### config.mk
export PLATFORM = sky130hd
export DESIGN_NAME = exception_ctrl_flat
export DESIGN_NICKNAME = d
export VERILOG_FILES = /design/src/rtl/exception_ctrl_pkg.sv /design/src/rtl/exception_ctrl_if.sv /design/src/rtl/exc_prio_enc.sv /design/src/rtl/exception_ctrl.sv /design/src/flat_wrapper.sv
export SDC_FILE = /design/constraint.sdc
export NUM_CORES = 1
export LEC_CHECK = 0
export BUFFER_PORTS_ARGS = -buffer_cell sky130_fd_sc_hd__buf_2
export CELL_PAD_IN_SITES_DETAIL_PLACEMENT = 1
export CELL_PAD_IN_SITES_GLOBAL_PLACEMENT = 1
export CORE_ASPECT_RATIO = 0.7
export CORE_MARGIN = 4
export CORE_UTILIZATION = 41
export CTS_CLUSTER_DIAMETER = 80
export CTS_CLUSTER_SIZE = 12
export DETAILED_ROUTE_END_ITERATION = 7
export GPL_TIMING_DRIVEN = 0
export PLACE_DENSITY = 0.92
export SYNTH_ARGS = -nofsm -noshare
export SYNTH_HDL_FRONTEND = slang
export SYNTH_SLANG_ARGS = --single-unit
### constraint.sdc
create_clock -name clk -period 17.2 [get_ports clk]
set_input_delay 2.58 -clock clk [delete_from_list [all_inputs] [get_ports clk]]
set_output_delay 2.58 -clock clk [all_outputs]
set_load 0.01 [all_outputs]
### src/rtl/exception_ctrl_pkg.sv
// Shared exception/CP0 definitions for the MEM-stage exception controller.
// Holds one-hot command codes, flag bit positions, CP0 field positions, FSM states.
package exception_ctrl_pkg;

   localparam int EXC_TYPE_BUS = 9;
   typedef logic [EXC_TYPE_BUS-1:0] exc_type_t;

   localparam int FLG_ERET = 0;
   localparam int FLG_IF   = 1;
   localparam int FLG_RI   = 2;
   localparam int FLG_OV   = 3;
   localparam int FLG_BP   = 4;
   localparam int FLG_SYS  = 5;
   localparam int FLG_ADEL = 6;
   localparam int FLG_ADES = 7;

   localparam exc_type_t EXC_TYPE_NONE = 9'h000;
   localparam exc_type_t EXC_TYPE_ERET = 9'h001;
   localparam exc_type_t EXC_TYPE_IF   = 9'h002;
   localparam exc_type_t EXC_TYPE_RI   = 9'h004;
   localparam exc_type_t EXC_TYPE_OV   = 9'h008;
   localparam exc_type_t EXC_TYPE_BP   = 9'h010;
   localparam exc_type_t EXC_TYPE_SYS  = 9'h020;
   localparam exc_type_t EXC_TYPE_ADEL = 9'h040;
   localparam exc_type_t EXC_TYPE_ADES = 9'h080;
   localparam exc_type_t EXC_TYPE_INT  = 9'h100;

   localparam int ST_IE  = 0;
   localparam int ST_EXL = 1;
   localparam int ST_BEV = 22;
   localparam int IM_HI  = 15;
   localparam int IM_LO  = 8;

   typedef enum logic [1:0] {
      BV_NONE,
      BV_PC,
      BV_ADDR
   } bv_sel_e;

   typedef enum logic [1:0] {
      S_IDLE,
      S_DRAIN,
      S_COMMIT,
      S_HOLD
   } state_e;

endpackage

### src/rtl/exception_ctrl_if.sv
// MEM-stage / CP0 exception port bundle.
// master: exception controller side; slave: pipeline + CP0 side.
interface exception_ctrl_if;
   import exception_ctrl_pkg::*;

   logic        mem_valid;
   logic [7:0]  mem_exc_flags;
   logic [31:0] mem_pc;
   logic [31:0] mem_addr;
   logic        mem_delayslot;
   logic        bus_busy;
   logic [31:0] cp0_status;
   logic [31:0] cp0_cause;
   logic [31:0] cp0_epc;
   logic [31:0] cp0_ebase;

   logic        stall_req;
   logic        mem_kill;
   exc_type_t   exception_type;
   logic        delayslot_flag;
   logic [31:0] current_pc_addr;
   logic [31:0] cp0_badvaddr_write_data;
   logic        flush;
   logic [31:0] flush_pc;

   modport master (
      input  mem_valid, mem_exc_flags, mem_pc, mem_addr,
      input  mem_delayslot, bus_busy,
      input  cp0_status, cp0_cause, cp0_epc, cp0_ebase,
      output stall_req, mem_kill, exception_type,
      output delayslot_flag, current_pc_addr,
      output cp0_badvaddr_write_data, flush, flush_pc
   );

   modport slave (
      output mem_valid, mem_exc_flags, mem_pc, mem_addr,
      output mem_delayslot, bus_busy,
      output cp0_status, cp0_cause, cp0_epc, cp0_ebase,
      input  stall_req, mem_kill, exception_type,
      input  delayslot_flag, current_pc_addr,
      input  cp0_badvaddr_write_data, flush, flush_pc
   );

endinterface

### src/rtl/exc_prio_enc.sv
// Fixed-priority exception encoder: INT > IF > RI > OV > BP > SYS > ADEL > ADES > ERET.
// Ports: flags/int_pend in; one-hot exc_type and BadVAddr source select out.
module exc_prio_enc
   import exception_ctrl_pkg::*;
(
   input  logic [7:0] flags,
   input  logic       int_pend,
   output exc_type_t  exc_type,
   output bv_sel_e    bv_sel
);

   always_comb begin
      exc_type = EXC_TYPE_NONE;
      bv_sel   = BV_NONE;
      // first matching item wins, so item order is the priority order
      case (1'b1)
         int_pend:       exc_type = EXC_TYPE_INT;
         flags[FLG_IF]: begin
            exc_type = EXC_TYPE_IF;
            bv_sel   = BV_PC;
         end
         flags[FLG_RI]:  exc_type = EXC_TYPE_RI;
         flags[FLG_OV]:  exc_type = EXC_TYPE_OV;
         flags[FLG_BP]:  exc_type = EXC_TYPE_BP;
         flags[FLG_SYS]: exc_type = EXC_TYPE_SYS;
         flags[FLG_ADEL]: begin
            exc_type = EXC_TYPE_ADEL;
            bv_sel   = BV_ADDR;
         end
         flags[FLG_ADES]: begin
            exc_type = EXC_TYPE_ADES;
            bv_sel   = BV_ADDR;
         end
         flags[FLG_ERET]: exc_type = EXC_TYPE_ERET;
         default: ;
      endcase
   end

endmodule

### src/rtl/exception_ctrl.sv
// MEM-stage exception controller: detects, drains the data bus, issues one CP0 command.
// Ports: clk, rst (async, active-high), bus (exception_ctrl_if.master).
module exception_ctrl
   import exception_ctrl_pkg::*;
#(
   parameter logic [31:0] RESET_VECTOR_EXC = 32'hBFC0_0380,
   parameter logic [31:0] EBASE_OFFSET     = 32'h0000_0180
) (
   input  logic              clk,
   input  logic              rst,
   exception_ctrl_if.master  bus
);

   state_e      state, state_nx;
   logic        int_pend, detect, cap_en;
   logic        stall, kill;
   exc_type_t   win_type;
   bv_sel_e     win_bv;
   logic [31:0] win_badv, win_tgt;

   exc_type_t   cap_type;
   logic [31:0] cap_pc, cap_badv, cap_tgt;
   logic        cap_ds;

   exc_type_t   sel_type;
   logic [31:0] sel_pc, sel_badv, sel_tgt;
   logic        sel_ds;

   exc_type_t   out_type;
   logic [31:0] out_pc, out_badv, out_tgt;
   logic        out_ds, out_flush;

   logic        unused_bits;
   assign unused_bits = ^{bus.cp0_cause[31:16], bus.cp0_cause[7:0],
                          bus.cp0_status[31:23], bus.cp0_status[21:16],
                          bus.cp0_status[7:2], bus.cp0_ebase[11:0]};

   assign int_pend = bus.cp0_status[ST_IE] & ~bus.cp0_status[ST_EXL] &
                     (|(bus.cp0_cause[IM_HI:IM_LO] &
                        bus.cp0_status[IM_HI:IM_LO]));
   assign detect = bus.mem_valid & (int_pend | (|bus.mem_exc_flags));

   exc_prio_enc u_enc (
      .flags    (bus.mem_exc_flags),
      .int_pend (int_pend),
      .exc_type (win_type),
      .bv_sel   (win_bv)
   );

   always_comb begin
      win_badv = 32'h0;
      case (win_bv)
         BV_PC:   win_badv = bus.mem_pc;
         BV_ADDR: win_badv = bus.mem_addr;
         default: win_badv = 32'h0;
      endcase
   end

   always_comb begin
      if (win_type == EXC_TYPE_ERET)
         win_tgt = bus.cp0_epc;
      else if (bus.cp0_status[ST_BEV])
         win_tgt = RESET_VECTOR_EXC;
      else
         win_tgt = {bus.cp0_ebase[31:12], 12'h0} + EBASE_OFFSET;
   end

   always_ff @(posedge clk or posedge rst) begin
      if (rst) state <= S_IDLE;
      else     state <= state_nx;
   end

   always_comb begin
      state_nx = state;
      stall    = 1'b0;
      kill     = 1'b0;
      cap_en   = 1'b0;
      unique case (state)
         S_IDLE: begin
            if (detect) begin
               stall    = 1'b1;
               kill     = 1'b1;
               cap_en   = 1'b1;
               state_nx = bus.bus_busy ? S_DRAIN : S_COMMIT;
            end
         end
         S_DRAIN: begin
            stall = 1'b1;
            if (!bus.bus_busy) state_nx = S_COMMIT;
         end
         S_COMMIT: state_nx = S_HOLD;
         S_HOLD:   state_nx = S_IDLE;
         default:  state_nx = S_IDLE;
      endcase
   end

   always_ff @(posedge clk or posedge rst) begin
      if (rst) begin
         cap_type <= EXC_TYPE_NONE;
         cap_pc   <= 32'h0;
         cap_badv <= 32'h0;
         cap_tgt  <= 32'h0;
         cap_ds   <= 1'b0;
      end else if (cap_en) begin
         cap_type <= win_type;
         cap_pc   <= bus.mem_pc;
         cap_badv <= win_badv;
         cap_tgt  <= win_tgt;
         cap_ds   <= bus.mem_delayslot;
      end
   end

   // IDLE->COMMIT skips the capture register, so bypass it here
   assign sel_type = cap_en ? win_type          : cap_type;
   assign sel_pc   = cap_en ? bus.mem_pc        : cap_pc;
   assign sel_badv = cap_en ? win_badv          : cap_badv;
   assign sel_tgt  = cap_en ? win_tgt           : cap_tgt;
   assign sel_ds   = cap_en ? bus.mem_delayslot : cap_ds;

   always_ff @(posedge clk or posedge rst) begin
      if (rst) begin
         out_type  <= EXC_TYPE_NONE;
         out_pc    <= 32'h0;
         out_badv  <= 32'h0;
         out_tgt   <= 32'h0;
         out_ds    <= 1'b0;
         out_flush <= 1'b0;
      end else if (state_nx == S_COMMIT) begin
         out_type  <= sel_type;
         out_pc    <= sel_pc;
         out_badv  <= sel_badv;
         out_tgt   <= sel_tgt;
         out_ds    <= sel_ds;
         out_flush <= 1'b1;
      end else begin
         out_type  <= EXC_TYPE_NONE;
         out_pc    <= 32'h0;
         out_badv  <= 32'h0;
         out_tgt   <= 32'h0;
         out_ds    <= 1'b0;
         out_flush <= 1'b0;
      end
   end

   assign bus.stall_req               = stall;
   assign bus.mem_kill                = kill;
   assign bus.exception_type          = out_type;
   assign bus.delayslot_flag          = out_ds;
   assign bus.current_pc_addr         = out_pc;
   assign bus.cp0_badvaddr_write_data = out_badv;
   assign bus.flush                   = out_flush;
   assign bus.flush_pc                = out_tgt;

endmodule

### src/flat_wrapper.sv
// flat-port wrapper written by rule: the top's interface ports become plain ports
module exception_ctrl_flat import exception_ctrl_pkg::*;
#(
   parameter logic [31:0] RESET_VECTOR_EXC = 32'hBFC0_0380,
   parameter logic [31:0] EBASE_OFFSET     = 32'h0000_0180
)
  (clk, rst, bus_mem_valid, bus_mem_exc_flags, bus_mem_pc, bus_mem_addr, bus_mem_delayslot, bus_bus_busy, bus_cp0_status, bus_cp0_cause, bus_cp0_epc, bus_cp0_ebase, bus_stall_req, bus_mem_kill, bus_exception_type, bus_delayslot_flag, bus_current_pc_addr, bus_cp0_badvaddr_write_data, bus_flush, bus_flush_pc);
  exception_ctrl_if bus_i ();
  input  logic clk;
  input  logic rst;
  input wire logic [$bits(bus_i.mem_valid)-1:0] bus_mem_valid;
  input wire logic [$bits(bus_i.mem_exc_flags)-1:0] bus_mem_exc_flags;
  input wire logic [$bits(bus_i.mem_pc)-1:0] bus_mem_pc;
  input wire logic [$bits(bus_i.mem_addr)-1:0] bus_mem_addr;
  input wire logic [$bits(bus_i.mem_delayslot)-1:0] bus_mem_delayslot;
  input wire logic [$bits(bus_i.bus_busy)-1:0] bus_bus_busy;
  input wire logic [$bits(bus_i.cp0_status)-1:0] bus_cp0_status;
  input wire logic [$bits(bus_i.cp0_cause)-1:0] bus_cp0_cause;
  input wire logic [$bits(bus_i.cp0_epc)-1:0] bus_cp0_epc;
  input wire logic [$bits(bus_i.cp0_ebase)-1:0] bus_cp0_ebase;
  output wire logic [$bits(bus_i.stall_req)-1:0] bus_stall_req;
  output wire logic [$bits(bus_i.mem_kill)-1:0] bus_mem_kill;
  output wire logic [$bits(bus_i.exception_type)-1:0] bus_exception_type;
  output wire logic [$bits(bus_i.delayslot_flag)-1:0] bus_delayslot_flag;
  output wire logic [$bits(bus_i.current_pc_addr)-1:0] bus_current_pc_addr;
  output wire logic [$bits(bus_i.cp0_badvaddr_write_data)-1:0] bus_cp0_badvaddr_write_data;
  output wire logic [$bits(bus_i.flush)-1:0] bus_flush;
  output wire logic [$bits(bus_i.flush_pc)-1:0] bus_flush_pc;
  assign bus_i.mem_valid = bus_mem_valid;
  assign bus_i.mem_exc_flags = bus_mem_exc_flags;
  assign bus_i.mem_pc = bus_mem_pc;
  assign bus_i.mem_addr = bus_mem_addr;
  assign bus_i.mem_delayslot = bus_mem_delayslot;
  assign bus_i.bus_busy = bus_bus_busy;
  assign bus_i.cp0_status = bus_cp0_status;
  assign bus_i.cp0_cause = bus_cp0_cause;
  assign bus_i.cp0_epc = bus_cp0_epc;
  assign bus_i.cp0_ebase = bus_cp0_ebase;
  assign bus_stall_req = bus_i.stall_req;
  assign bus_mem_kill = bus_i.mem_kill;
  assign bus_exception_type = bus_i.exception_type;
  assign bus_delayslot_flag = bus_i.delayslot_flag;
  assign bus_current_pc_addr = bus_i.current_pc_addr;
  assign bus_cp0_badvaddr_write_data = bus_i.cp0_badvaddr_write_data;
  assign bus_flush = bus_i.flush;
  assign bus_flush_pc = bus_i.flush_pc;
  exception_ctrl #(.RESET_VECTOR_EXC(RESET_VECTOR_EXC), .EBASE_OFFSET(EBASE_OFFSET)) u_core (.clk(clk), .rst(rst), .bus(bus_i));
endmodule
; ---- Word-level counts from Yosys, hierarchy flattened
; Index checks and enable logic that the tools add are counted.
[op_classes]
bitwise = 6
add_sub_neg = 1
n_reduce_logical = 3
muxes = 38
eq_ne = 7
[ops]
columns = op, n
row1 = $mux W32, 8
row2 = $mux W9, 9
row3 = $pmux W32 S2, 1
row4 = $add A32 B9 Y32 const B, 1
row5 = $mux W2, 11
row6 = $reduce_or A8 Y1, 2
row7 = $eq A9 B1 Y1 const B, 1
row8 = $and A8 B8 Y8, 1
row9 = $eq A2 B2 Y1 const B, 4
row10 = $mux W8, 1
row11 = $pmux W2 S4, 1
row12 = $mux W1, 6
row13 = $eq A2 B1 Y1 const B, 2
row14 = $and A1 B1 Y1, 3
row15 = $logic_not A2 Y1, 1
row16 = $pmux W1 S2, 1
row17 = $not A1 Y1, 1
row18 = $or A1 B1 Y1, 1
[word_totals]
input_bits = 205
wordCells = 67
output_inout_bits = 109
register_bits = 215

; ---- Logic depth before layout (Yosys ltp)
; Gate-level depths: netlist of the first run.
[depth]
ltp_word = 13
mapped_depth = 10
depth_no_buf = 9

; ---- Cells and area by module
; A second synthesis of the first run with hierarchy kept.
[hier_totals]
cells_unflattened = 668
hier_area_um2 = 8479.4
[modules_own_cells]
columns = module, seq_area_each_um2, n_inst, area_per_inst_um2, cells_each
row1 = exception_ctrl, 5380.2, 1, 8353.0, 651
row2 = exc_prio_enc, 0.0, 1, 126.4, 17

; ---- Worst setup path before layout of the first run
; OpenSTA, ideal clock, no wires.
[synth_path]
kind = input to output
from = input port bus_cp0_cause[15]
to = output port bus_mem_kill
path_buffers = 3
arrival_ns = 3.833
slack_ns = 10.787
cell_stages = 7
required_time_ns = 14.620
cell_sequence = a22oi_2 a41oi_4 o211ai_4 inv_2 buf_6 buf_6 buf_2
[synth_between]
elab_chain_len = 7
[synth_rtl]
columns = item, line
row1 = from (decl), flat_wrapper.sv:18  ; input wire logic [$bits(bus_i.cp0_cause)-1:0] bus_cp0_cause;
row2 = $and A8 B8 Y8, exception_ctrl.sv:39  ; (|(bus.cp0_cause[IM_HI:IM_LO] &
row3 = $reduce_or A8 Y1, exception_ctrl.sv:39
row4 = $and A1 B1 Y1, exception_ctrl.sv:38  ; assign int_pend = bus.cp0_status[ST_IE] & ~bus.cp0_status[ST_EXL] &
row5 = $or A1 B1 Y1, exception_ctrl.sv:41  ; assign detect = bus.mem_valid & (int_pend | (|bus.mem_exc_flags));
row6 = $and A1 B1 Y1, exception_ctrl.sv:41
row7 = $mux W1, exception_ctrl.sv:80  ; if (detect) begin
row8 = $mux W1, exception_ctrl.sv:78  ; unique case (state)
row9 = to (decl), flat_wrapper.sv:22  ; output wire logic [$bits(bus_i.mem_kill)-1:0] bus_mem_kill;
; No other way between the ends.

; ---- Worst setup path after layout of the first run
[layout_path]
from = input port bus_cp0_status[1]
to = output port bus_mem_kill
[layout_between]
elab_chain_len = 7
[layout_rtl]
columns = item, line
row1 = from (decl), flat_wrapper.sv:17  ; input wire logic [$bits(bus_i.cp0_status)-1:0] bus_cp0_status;
row2 = $not A1 Y1, exception_ctrl.sv:38
row3 = $and A1 B1 Y1 (2 in series), exception_ctrl.sv:38
row4 = $or A1 B1 Y1, exception_ctrl.sv:41
row5 = $and A1 B1 Y1, exception_ctrl.sv:41
row6 = $mux W1, exception_ctrl.sv:80
row7 = $mux W1, exception_ctrl.sv:78
; No other way between the ends.

==> results of run 1 <==
==> layer usage <==
metal	global-route usage, %	vias up	part of all wire, %
li1	-	2924	-
met1	30.2	3305	43
met2	37.0	210	48
met3	5.90	48	7.3
met4	4.30	8	2.0
met5	0	-	0.19
==> final cells by class <==
class | instances | area, µm²
repair buffers | 257 | 1310
clock buffers | 22 | 529
multi-input cells | 420 | 2760
well taps | 270 | 338
fillers | 2223 | 9410
flip-flops and latches | 215 | 5380
plain buffers | 45 | 255
inverters | 7 | 33.8
==> cells in the final DEF (no fill, tap or decap), types with 2 or more instances in the layout <==
master,n
a211oi_1,8
a211oi_2,5
a21oi_1,53
a21oi_2,18
a22oi_1,43
a22oi_2,4
buf_1,5
buf_2,271
buf_6,9
clkbuf_1,17
clkbuf_16,21
dfrtp_1,215
ha_1,2
inv_1,5
mux2_4,35
nand2_1,119
nand2b_1,2
nand3_1,10
nand4_1,4
nor2_1,23
nor2b_1,36
o21ai_1,2
o221ai_1,9
or2_2,2
or3_1,32
==> flip-flops by register name (all words and copies together) (netlist names), 2 cells and up <==
name	count
u_core.cap_type	9
u_core.cap_badv	32
u_core.bus.current_pc_addr	32
u_core.bus.cp0_badvaddr_write_data	32
u_core.state	2
u_core.cap_tgt	32
u_core.cap_pc	32
u_core.bus.exception_type	9
u_core.bus.flush_pc	32
==> power groups by stage <==
stage	Clock, W	Sequential (W)	Combinational [W]
final	0.000395	0.000683	0.000452
after global routing	0.000428	0.000695	0.000494
after CTS	0.000406	0.000684	0.000457
after detailed placement	0	0.000690	0.000453
after global placement	0	0.000682	0.000430
after floorplan	0	0.000701	0.000273
==> per-stage QoR <==
stage                     std cells  power, W  instance area [µm²]
final                          1236   0.00153                10600
after CTS                      1236   0.00155                10600
after floorplan                 687  0.000974                 8420
after global placement         1213   0.00111                10000
after detailed placement       1214   0.00114                10100
after global routing           1236   0.00162                10600
==> how the worst max path moves through the flow <==
stage                                                        to  slack [ps]  depth (start not counted)
final                                              bus_mem_kill       10230                          9
after global routing                               bus_mem_kill       10090                          9
after CTS                                          bus_mem_kill       10200                          9
after detailed placement                           bus_mem_kill       10200                          9
after global placement            u_core.bus.current_pc_addr[7]        6570                          2
after floorplan           u_core.bus.cp0_badvaddr_write_data[0]        8740                          1
==> worst max-delay path: cells and delay by family <==
family	cells	cell delay [ps]
compound gates	2	580
buf+inv	6	1040
simple gates	1	160
==> cell families after synthesis <==
kind of cell,count (synthesis)
and+or+nand+nor,233
DFF,215
AOI/OAI and AO/OA,150
buffers and inverters,52
muxes,35
adders and majority gates,2
==> results.cfg, run 1 <==
[global_routing]
grt_pass1_vias = 7134
antenna_found_initial = 4
grt-ovfl-total = 0
grt_usage_pct = 22.3
grt_max_degree = 125
grt_pass1_wl_mm = 39.9

[synthesis]
synth_area_leaders = dfrtp_1, mux2_4, nand2_1
yosysMostFrequentCell = dfrtp_1
yosysUniqueCellTypes = 38
synth_top_area_share_pct = 63.9
ys_seq_area_share_pct = 63.9
yosysWarnings = 0
synth_seq_cells = 215
synthTopCellsByCount = dfrtp_1, nand2_1, a21oi_1
synth-async-reset-ratio_pct = 100
syn_area_per_cell_um2 = 12.3
synth_ff_type = dfrtp_1
synth_top_family_by_area = simple AND/OR/NAND/NOR gates
synth_edf_count = 0
synthSimpleGateAreaFrac_pct = 13.2
netlist_instances = 687
synth_adder_area_share_pct = 0.297
muxShareOfSynthArea_pct = 6.24
synth_compound_area_share_pct = 13.1
synth_area_mm2 = 0.00842
yosysTopAreaCell = dfrtp_1
syn_nets = 894
synth_xor_area_share_pct = 0

[setup_path]
crit_chain = buf_2 > nand2b_1 > a41oi_4 > o211ai_4 > inv_2 > buf_6 > buf_6 > buf_2 > buf_2
crit_path_end_kind = output pin
r2r-start = u_core.state[1]
r2r_end = u_core.bus.flush_pc[24]
startpoint = bus_cp0_status[1]
worstSetupPathType = input port to output pin
cpPeakStageDelay_ps = 380
timing.critical_path.mode_cell = buf_2
rrSetupSlack_ps = 15300
arrival_ps = 4390
cp_max_fo = 10
start_kind = input port
worst-endpoint-required_ps = 14620
r2r_cells = 7
cp_slowest_cell = a41oi_4

[sta]
slew_headroom_pct = 49.5
final-hold-violation-count = 0
timing.final.setup_violations = 0
hold_slack_ps = 473
post-route-min-period_ps = 6970
rsz0062_at_grt = false
drv_slew = 0
fin_ws_ps = 10230
setup_tns_ps = 0
max_slew.worst_pin.slew_ps = 752
clock.fmax_mhz = 144
finalCritPeriodShare_pct = 40.5
fin_skew_ps = 13.0

[floorplanning]
initial_core_util_pct = 42.1
placementRows = 43
fp.dieArea_mm2 = 0.0229
core_mm2 = 0.0200
dieHeight_um = 128
fp.dieW_um = 179
io_pins = 314

[placed_design]
io_buffers = 256
dp_slack_ps = 10200
place.gp.congestion = 0.812
dp_hpwl_mm = 19.0

[route]
wl_per_cell_um = 21.0
detail-route-antenna-nets = 0
vias = 6495
remaining_drc_errors = 0
drt_iter0_drc = 312
wirelength_mm = 25.9
drtPass1Iterations = 6
via_per_inst = 5.25

[clocking]
cts_buffer_depth = 3
insertion_delay_ps = 490
cts_max_level = 1
cts_resized = 0
numCtsBuffers = 21
path_clk_slew_ps = 60
cts_sinks = 215
ctsRootBufferMaster = clkbuf_16
hold_buffers = 0
cts_tree = yes
cts_setup_buffers = 0

[job]
drv_cap = 0

[cells_and_area]
area_growth_pct = 25.9
drive_above_1_share_pct = 38.5
finish.utilization_pct = 53.0
fin_nets = 1174
antenna_cells = 0

[power]
ir_worst_vdd_mv = 0.0695
swShare_pct = 31.6
p_per_area_mw_per_mm2 = 144
p_sw_w = 0.000483
internal-power_w = 0.00105
p_seq_share_pct = 44.7
p_clk_share_pct = 25.8
power_frac_comb_pct = 29.5
power.leakage_nw = 5.53

[min_path]
hold_path_class = flop to flop
hold_start = u_core.cap_badv[31]
hold_end = u_core.cap_badv[31]
holdPathStages = 2

[outcome]
status = finished, final reports clean
Note: power is estimated with default switching activity, not from simulation.
==> run 2, diff against run 1 <==
- CORE_UTILIZATION: 41 -> 38
- PLACE_DENSITY: 0.92 -> 0.87
- clock period: 17.2 -> 7.2 ns (I/O delays scaled with it)
==> run 2 against run 1 <==
Compared with the run above: power increased by 140%; utilization decreased by 4.1 points; via count decreased by 1.6%; combinational power increased by 140%; die area increased by 7.5%; sequential share of layout area decreased by 0.084 points; routed wire length decreased by 2.0%; clock-buffer cell count unchanged; global-route usage decreased by 2.2 points; first-iteration DRC count decreased by 8.0%; highest routed layer unchanged.
==> results.cfg, run 2 (same netlist as run 1, synthesis figures left out) <==
[outcome]
status = finished, final reports clean

[global_routing]
antenna_found_initial = 1
grt_usage_pct = 20.2
grt_pass1_vias = 7099
grt-ovfl-total = 0
grt_pass1_wl_mm = 39.3
grt_max_degree = 123

[floorplanning]
fp.dieArea_mm2 = 0.0247
placementRows = 45
core_mm2 = 0.0217
io_pins = 314
dieHeight_um = 133
fp.dieW_um = 186
initial_core_util_pct = 38.8

[clocking]
hold_buffers = 0
cts_buffer_depth = 3
insertion_delay_ps = 490
cts_sinks = 215
ctsRootBufferMaster = clkbuf_16
cts_resized = 0
cts_setup_buffers = 0
cts_tree = yes
path_clk_slew_ps = 60
numCtsBuffers = 21
cts_max_level = 1

[power]
p_per_area_mw_per_mm2 = 342
ir_worst_vdd_mv = 0.154
p_clk_share_pct = 25.8
p_seq_share_pct = 44.7
power.leakage_nw = 5.53
p_sw_w = 0.00114
swShare_pct = 31.3
power_frac_comb_pct = 29.5
internal-power_w = 0.00250

[setup_path]
crit_path_end_kind = output pin
arrival_ps = 2890
r2r-start = u_core.state[1]
r2r_end = u_core.bus.exception_type[5]
worstSetupPathType = input port to output pin
cp-endpoint = bus_mem_kill
r2r_cells = 7
rrSetupSlack_ps = 5280
cp_max_fo = 10
start_kind = input port
startpoint = bus_cp0_cause[11]
worst-endpoint-required_ps = 6120

[cells_and_area]
multi_input_area_mm2 = 0.00276
finish.utilization_pct = 48.9
fin_area_mm2 = 0.0106
drive_above_1_share_pct = 38.5
fin_nets = 1174
fill_cells = 2423
final_cells = 1249
final_common_cell = buf_2
area_growth_pct = 26.1
layout_common_cells = buf_2, dfrtp_1, nand2_1
register_area_mm2 = 0.00538

[route]
remaining_drc_errors = 0
detail-route-antenna-nets = 0
drt_iter0_drc = 287
drtPass1Iterations = 4
wirelength_mm = 25.4
via_per_inst = 5.11
vias = 6388
wl_per_cell_um = 20.3

[sta]
max_slew.worst_pin.slew_ps = 813
final-hold-violation-count = 0
slew_headroom_pct = 45.4
finalCritPeriodShare_pct = 55.1
timing.final.setup_violations = 0
clock.fmax_mhz = 252
rsz0062_at_grt = false
drv_slew = 0
post-route-min-period_ps = 3970
fin_skew_ps = 10.8

[placed_design]
io_buffers = 256
dp_hpwl_mm = 18.8
place.gp.congestion = 0.773
place_area_mm2 = 0.0101
dp_cells = 1226

[min_path]
hold_path_class = flop to flop

[job]
drv_cap = 0
## run 2: changes by cell type in the layout (fill, tap and decap cells not counted), sizes merged
cell / delta
diode: +1
## run 2: worst max-delay path, cell delays in order
cell	delay [ps]
buf_2	110
a22oi_2	230
a41oi_4	260
o211ai_4	390
inv_2	120
buf_6	190
buf_6	150
buf_2	180
buf_2	160
## run 2: layer usage
layer / vias to the layer above / GRT usage (%) / routed length (µm)
met4: 2 / 2.83 / 319
met3: 25 / 4.70 / 1540
li1: 2928 / - / -
met1: 3239 / 28.3 / 11400
met2: 194 / 33.0 / 12100
met5: - / 0 / 12
## run 2: worst min-delay path by stage
| stage | from | end | slack [ps] | cells after the start |
|---|---|---|---|---|
| after global placement | u_core.cap_type[6] | u_core.cap_type[6] | 440 | 2 |
| after CTS | u_core.cap_type[3] | u_core.cap_type[3] | 470 | 2 |
| after detailed placement | u_core.cap_type[3] | u_core.cap_type[3] | 460 | 2 |
| after global routing | u_core.cap_pc[28] | u_core.cap_pc[28] | 500 | 1 |
| after floorplan | u_core.cap_tgt[31] | u_core.cap_tgt[31] | 430 | 2 |
| final | u_core.cap_badv[31] | u_core.cap_badv[31] | 470 | 2 |
## run 2: per-stage QoR
step	power, W	setup slack, ps	hold WS, ps	setup TNS (ps)
finish	0.00364	3230	470	0
global route	0.00385	3110	498	0
CTS	0.00368	3200	474	0
detailed placement	0.00272	2900	459	0
global placement	0.00266	-1940	444	-411650
floorplan	0.00233	241	433	0
## run 2: layout make-up
cell class	count	share of cell area [%]
sequential	215	50.6
multi-input combinational	420	26.0
timing repair buffer	257	12.3
clock buffer	22	4.98
tap	282	3.32
buffer	45	2.40
inverter	7	0.318
antenna	1	0.0236
## run 2: power groups by stage
stage	Clock, W	Combinational [W]	Sequential [W]
finish	0.000938	0.00107	0.00163
global route	0.00101	0.00118	0.00166
CTS	0.000965	0.00109	0.00163
detailed placement	0	0.00108	0.00164
global placement	0	0.00103	0.00163
floorplan	0	0.000653	0.00167
